`src/rtl/bb_thread_sched.sv`:
```
// Basic-block thread scheduler.
// Keeps a saturating count of ready threads per basic block (BB). On a choose request it
// grants a batch of up to BATCH threads from one BB, picked either by lowest index or by
// round-robin starting after the previously granted BB. A write posted in the same cycle
// as a choose is visible to that choose.
//
// Ports:
//   clk        clock, all state on the rising edge
//   rst        synchronous active-high reset
//   wr_en      post one ready thread to BB wr_sel
//   wr_sel     target BB of the write (values >= BBS are ignored)
//   choose_en  request a dispatch decision this cycle
//   bb_to_run  registered index of the last granted BB
//   run_count  registered number of threads granted with bb_to_run
//   run_valid  one-cycle pulse, a grant was made on the previous edge
//   empty      all registered counters are zero
//   overflow   sticky, a write hit a saturated counter
module bb_thread_sched #(
  parameter int unsigned BBS     = 32,
  parameter int unsigned LOG_BBS = 5,
  parameter int unsigned CNT_W   = 4,
  parameter int unsigned BATCH   = 4,
  parameter int unsigned RR_MODE = 0
) (
  input  logic               clk,
  input  logic               rst,
  input  logic               wr_en,
  input  logic [LOG_BBS-1:0] wr_sel,
  input  logic               choose_en,
  output logic [LOG_BBS-1:0] bb_to_run,
  output logic [CNT_W-1:0]   run_count,
  output logic               run_valid,
  output logic               empty,
  output logic               overflow
);

  localparam logic [CNT_W-1:0]   CntMax  = '1;
  localparam logic [CNT_W-1:0]   BatchW  = CNT_W'(BATCH);
  localparam logic [LOG_BBS-1:0] LastRst = LOG_BBS'(BBS - 1);

  logic [CNT_W-1:0]   cnt_q [BBS];
  logic [CNT_W-1:0]   cnt_d [BBS];
  logic [CNT_W-1:0]   cnt_w [BBS];  // post-write counts seen by the selector
  logic [LOG_BBS-1:0] bb_q, bb_d;
  logic [CNT_W-1:0]   run_count_q, run_count_d;
  logic               run_valid_q, run_valid_d;
  logic               overflow_q, overflow_d;
  logic [LOG_BBS-1:0] last_q, last_d;

  logic               wr_hit;
  logic               sat_hit;
  logic               found;
  logic               grant;
  logic [LOG_BBS-1:0] cand;
  logic [CNT_W-1:0]   cand_cnt;
  logic [CNT_W-1:0]   grant_n;
  int unsigned        idx;

  // Write path: apply the post, or flag a drop on a saturated counter.
  always_comb begin
    wr_hit  = wr_en && (32'(wr_sel) < BBS);
    sat_hit = 1'b0;
    for (int i = 0; i < BBS; i++) begin
      cnt_w[i] = cnt_q[i];
      if (wr_hit && (wr_sel == LOG_BBS'(i))) begin
        if (cnt_q[i] == CntMax) begin
          sat_hit = 1'b1;
        end else begin
          cnt_w[i] = cnt_q[i] + CNT_W'(1);
        end
      end
    end
  end

  // Candidate selection over the post-write counts.
  always_comb begin
    found = 1'b0;
    cand  = '0;
    idx   = 0;
    if (RR_MODE == 0) begin
      // Scan downward so the lowest non-empty index wins last.
      for (int i = BBS - 1; i >= 0; i--) begin
        if (cnt_w[i] != '0) begin
          found = 1'b1;
          cand  = LOG_BBS'(i);
        end
      end
    end else begin
      // Rotate: last+1 .. last+BBS, so the last granted BB is tried last.
      for (int unsigned k = 1; k <= BBS; k++) begin
        idx = 32'(last_q) + k;
        if (idx >= BBS) idx = idx - BBS;
        if (!found && (cnt_w[LOG_BBS'(idx)] != '0)) begin
          found = 1'b1;
          cand  = LOG_BBS'(idx);
        end
      end
    end
  end

  // Grant sizing and next-state.
  always_comb begin
    cand_cnt = cnt_w[cand];
    grant_n  = (cand_cnt < BatchW) ? cand_cnt : BatchW;
    grant    = choose_en && found;

    for (int i = 0; i < BBS; i++) begin
      cnt_d[i] = cnt_w[i];
      if (grant && (cand == LOG_BBS'(i))) begin
        cnt_d[i] = cnt_w[i] - grant_n;
      end
    end

    run_valid_d = grant;
    bb_d        = grant ? cand : bb_q;
    last_d      = grant ? cand : last_q;
    overflow_d  = overflow_q | sat_hit;
    if (grant) begin
      run_count_d = grant_n;
    end else if (choose_en) begin
      run_count_d = '0;
    end else begin
      run_count_d = run_count_q;
    end
  end

  always_ff @(posedge clk) begin
    if (rst) begin
      for (int i = 0; i < BBS; i++) cnt_q[i] <= '0;
      bb_q        <= '0;
      run_count_q <= '0;
      run_valid_q <= 1'b0;
      overflow_q  <= 1'b0;
      last_q      <= LastRst;
    end else begin
      for (int i = 0; i < BBS; i++) cnt_q[i] <= cnt_d[i];
      bb_q        <= bb_d;
      run_count_q <= run_count_d;
      run_valid_q <= run_valid_d;
      overflow_q  <= overflow_d;
      last_q      <= last_d;
    end
  end

  always_comb begin
    empty = 1'b1;
    for (int i = 0; i < BBS; i++) begin
      if (cnt_q[i] != '0) empty = 1'b0;
    end
  end

  assign bb_to_run = bb_q;
  assign run_count = run_count_q;
  assign run_valid = run_valid_q;
  assign overflow  = overflow_q;

endmodule

```
`config.mk`:
```
export PLATFORM = sky130hd
export DESIGN_NAME = bb_thread_sched
export DESIGN_NICKNAME = d
export VERILOG_FILES = /design/src/rtl/bb_thread_sched.sv
export SDC_FILE = /design/constraint.sdc
export NUM_CORES = 1
export LEC_CHECK = 0
export CAP_MARGIN = 40
export CORE_MARGIN = 2
export CORE_UTILIZATION = 40
export DETAILED_ROUTE_END_ITERATION = 10
export REMOVE_ABC_BUFFERS = 1
export SETUP_SLACK_MARGIN = 0.2
export SLEW_MARGIN = 40
export SYNTH_ARGS = -nofsm -noshare
export SYNTH_HDL_FRONTEND = slang
export SYNTH_SLANG_ARGS = --single-unit
```
`constraint.sdc`:
```
create_clock -name clk -period 7.9 [get_ports clk]
set_input_delay 0.79 -clock clk [delete_from_list [all_inputs] [get_ports clk]]
set_output_delay 0.79 -clock clk [all_outputs]
set_load 0.02 [all_outputs]
```
==> run_summary.xml, run 1 <==
<?xml version="1.0" encoding="UTF-8"?>
<metrics>
  <group name="clock_network">
    <metric name="clock_tree_from_tritoncts" unit="">done</metric>
    <metric name="cts_setup_buffers" unit="">0</metric>
    <metric name="root_buffer_master" unit="">clkbuf_16</metric>
    <metric name="post_cts_hold_buffer_count" unit="">0</metric>
    <metric name="clock_latency" unit="ns">0.48</metric>
    <metric name="tritoncts.num_buffers" unit="">17</metric>
    <metric name="cts_htree_levels" unit="">4</metric>
    <metric name="clock_sink_count" unit="">139</metric>
    <metric name="max-clock-path-buffers" unit="">2</metric>
    <metric name="worst_setup_hold_path_clk_slew" unit="ns">0.07</metric>
    <metric name="total_of_cells_resized_after_clock_tree_synthesis" unit="">0</metric>
  </group>
  <group name="synthesis">
    <metric name="post-synth-top-area-fraction" unit="">0.175</metric>
    <metric name="ys_ff_latch" unit="">139</metric>
    <metric name="synth-edff-count" unit="">0</metric>
    <metric name="yosys.area_share.adder" unit="">0.166</metric>
    <metric name="post-synth-top-area-cell" unit="">dfxtp_1</metric>
    <metric name="post_synth_and_or_nand_nor_area_fraction" unit="">0.274</metric>
    <metric name="synth.cells.most_frequent" unit="">nor2_1, ha_1, nand2_1</metric>
    <metric name="synthArstFlopShare" unit="">0</metric>
    <metric name="synth_area_in_compound_gates" unit="">0.205</metric>
    <metric name="synth_top_flop_cell" unit="">dfxtp_1</metric>
    <metric name="synth.lib_cells_used.distinct" unit="">111</metric>
    <metric name="yosys.area_share.xor_xnor" unit="">0.0524</metric>
    <metric name="netlist_area" unit="um2">15900</metric>
    <metric name="synthesis.yosys.warnings" unit="">0</metric>
    <metric name="post_synth_inst_count" unit="">2022</metric>
    <metric name="combinational_family_with_the_most_area_after_synthesis" unit="">simple AND/OR/NAND/NOR gates</metric>
    <metric name="ranking_of_synthesized_cells_by_area" unit="">dfxtp_1, ha_1, nor2_1, mux2i_1, fa_1</metric>
    <metric name="yosys-mux-area-fraction" unit="">0.0693</metric>
    <metric name="synth_most_common_cell" unit="">nor2_1</metric>
    <metric name="postSynthAreaPerCell" unit="um2">7.85</metric>
    <metric name="synth-seq-area-share" unit="">0.175</metric>
  </group>
  <group name="sta">
    <metric name="grt_setup_unrepaired" unit="">false</metric>
    <metric name="slew-limit-headroom" unit="">0.386</metric>
    <metric name="final-max-slew-violation-count" unit="">0</metric>
    <metric name="worst_slew_pin_slew" unit="ns">0.913</metric>
    <metric name="max_clock_freq" unit="MHz">136</metric>
    <metric name="final_cycle_share" unit="">0.930</metric>
    <metric name="worst_case_clock_skew" unit="ns">0.0136</metric>
    <metric name="postLayoutSetupSlackWorst" unit="ns">0.550</metric>
    <metric name="final_period_minus_worst_setup_slack" unit="ns">7.35</metric>
    <metric name="finalHoldViolCount" unit="">0</metric>
    <metric name="post_route_hold_slack" unit="ns">0.477</metric>
    <metric name="final-setup-viol-count" unit="">0</metric>
  </group>
  <group name="place">
    <metric name="place.detailed.instances" unit="">2608</metric>
    <metric name="hpwl" unit="um">56800</metric>
    <metric name="numPortBuffers" unit="">20</metric>
    <metric name="place_worst_setup_slack" unit="ns">0.211</metric>
    <metric name="gp_routability_congestion" unit="">1.08</metric>
  </group>
  <group name="detailed_routing">
    <metric name="post_drt_via_cell_ratio" unit="">6.29</metric>
    <metric name="drt-pass1-iter-count" unit="">7</metric>
    <metric name="drt_iter0_markers" unit="">2062</metric>
    <metric name="wl_met2" unit="um">29000</metric>
    <metric name="detail_route.drc_violations" unit="">0</metric>
    <metric name="met3WireLength" unit="um">7170</metric>
    <metric name="via_count_of_the_routed_design" unit="">16600</metric>
    <metric name="route.antenna.remaining_nets" unit="">0</metric>
    <metric name="routed_wirelength" unit="um">70100</metric>
    <metric name="routedLengthMet1" unit="um">30000</metric>
    <metric name="top_layer" unit="">met5</metric>
    <metric name="wire_per_inst" unit="um">26.5</metric>
  </group>
  <group name="floorplanning">
    <metric name="floorplan_die_area" unit="um2">41300</metric>
    <metric name="initial_utilization" unit="">0.408</metric>
    <metric name="io_pins" unit="">21</metric>
    <metric name="core_area" unit="um2">38900</metric>
    <metric name="die_h" unit="um">203</metric>
    <metric name="die_width" unit="um">203</metric>
    <metric name="placement_rows" unit="">72</metric>
  </group>
  <group name="worst_setup_path">
    <metric name="worstSetupPathType" unit="">in -&gt; reg</metric>
    <metric name="end_kind" unit="">flop</metric>
    <metric name="cp-start-kind" unit="">input pin</metric>
    <metric name="critical_path_required" unit="ns">8.24</metric>
    <metric name="arrival" unit="ns">7.69</metric>
    <metric name="critical_path_peak_fanout" unit="">16</metric>
  </group>
  <group name="global_route">
    <metric name="grt_overflow_total" unit="">0</metric>
    <metric name="first_pass_grt_wire_length" unit="um">102000</metric>
    <metric name="first_global_vias" unit="">15500</metric>
    <metric name="initial_antenna_violation_count" unit="">1</metric>
    <metric name="globalRouteTotalUtil" unit="">0.339</metric>
    <metric name="grt_start_max_net_pins" unit="">71</metric>
  </group>
  <group name="final_layout">
    <metric name="inserted_diodes" unit="">0</metric>
    <metric name="drive_above_1_share" unit="">0.138</metric>
    <metric name="fillCellCount" unit="">3898</metric>
    <metric name="layout_overhead_on_the_synthesized_area" unit="%">13.1</metric>
    <metric name="multi_input_comb_area" unit="um2">12200</metric>
    <metric name="layout.cells.non_filler" unit="">2640</metric>
    <metric name="area.sequential" unit="um2">2780</metric>
    <metric name="nets" unit="">2310</metric>
  </group>
  <group name="run">
    <metric name="max_cap_viol_count" unit="">0</metric>
  </group>
  <group name="run_status">
    <metric name="status" unit="">completed</metric>
  </group>
  <group name="worst_hold_path">
    <metric name="hp-class" unit="">reg -&gt; reg</metric>
  </group>
</metrics>
## flip-flops by register name, indices dropped and copies added, names as in the netlist
register   count
run_valid      1
overflow       1
cnt_q        128
bb_to_run      5
run_count      4
## cells in the final DEF, fill, tap and decap left out, types with 56 or more instances in the layout
cell      instances
nor2_1          249
a21oi_1         104
xnor2_1          61
nand3_1          85
a211oi_1         56
nor3_1           61
dfxtp_1         139
buf_4           116
nand2_1         142
inv_1           138
mux2i_1          66
ha_1            160
## routing by layer
layer,up-vias,GRT usage
li1,7588,-
met1,7932,0.458
met2,888,0.498
met3,197,0.0804
met4,2,0.180
met5,-,0
## path summary, 6_finish.rpt
kind                                    from           end  slack [ns]  cells past startpoint
worst min register to register  run_count[3]  run_count[3]        0.48                      1
worst max-delay path               wr_sel[3]  cnt_q[0][58]        0.55                     25
worst min-delay path            run_count[3]  run_count[3]        0.48                      1
worst max register to register  cnt_q[0][37]  cnt_q[0][15]        1.63                     23
## critical path, cell delays in order
cell,delay [ns]
clkdlybuf4s50_1,0.84
and4_1,0.80
nand2_1,0.20
o41ai_1,0.44
o221ai_1,0.29
or3_1,0.43
a21o_1,0.25
a311oi_4,0.51
nand2_2,0.34
buf_4,0.28
a2111oi_2,0.29
a31oi_1,0.08
a31oi_1,0.20
o41ai_2,0.14
o31a_1,0.15
buf_4,0.16
nor2_4,0.15
buf_4,0.28
ha_1,0.20
inv_1,0.07
fa_1,0.39
xnor2_1,0.17
nor2_1,0.06
a21oi_1,0.12
nor2_1,0.05
## metrics by stage
stage               TNS (ns)  utilization  cell area [um2]
finish                     0        0.461            18000
global route               0        0.461            18000
CTS                        0        0.461            18000
detailed placement         0        0.447            17400
global placement           0        0.447            17400
floorplan             -31.18            -            15500
## cells by family (layout without fill, tap and decap cells)
family / count (synthesis) / after routing
compound gates: 451 / 451
xor+xnor: 95 / 95
fa+ha+maj: 192 / 192
buf+inv: 216 / 316
flops: 139 / 139
mux: 105 / 105
simple gates: 824 / 824
## layout make-up
class / count / share of cell area
clock buffer: 18 / 0.0245
multi-input combinational: 1667 / 0.681
sequential: 139 / 0.155
tap: 518 / 0.0361
clock inverter: 14 / 0.00585
inverter: 140 / 0.0293
timing repair buffer: 144 / 0.0686
Power of run 1 is not shown: default switching activity piles up to over one toggle a cycle in this logic, so the estimate is an artifact.
==> inputs of run 2 (changes only) <==
Settings changed: SKIP_CTS_REPAIR_TIMING set to 1.
==> results of run 2 <==
Final layout, timing and power as in run 1 (identical DEF).
Power of run 2 is left out for the same reason.
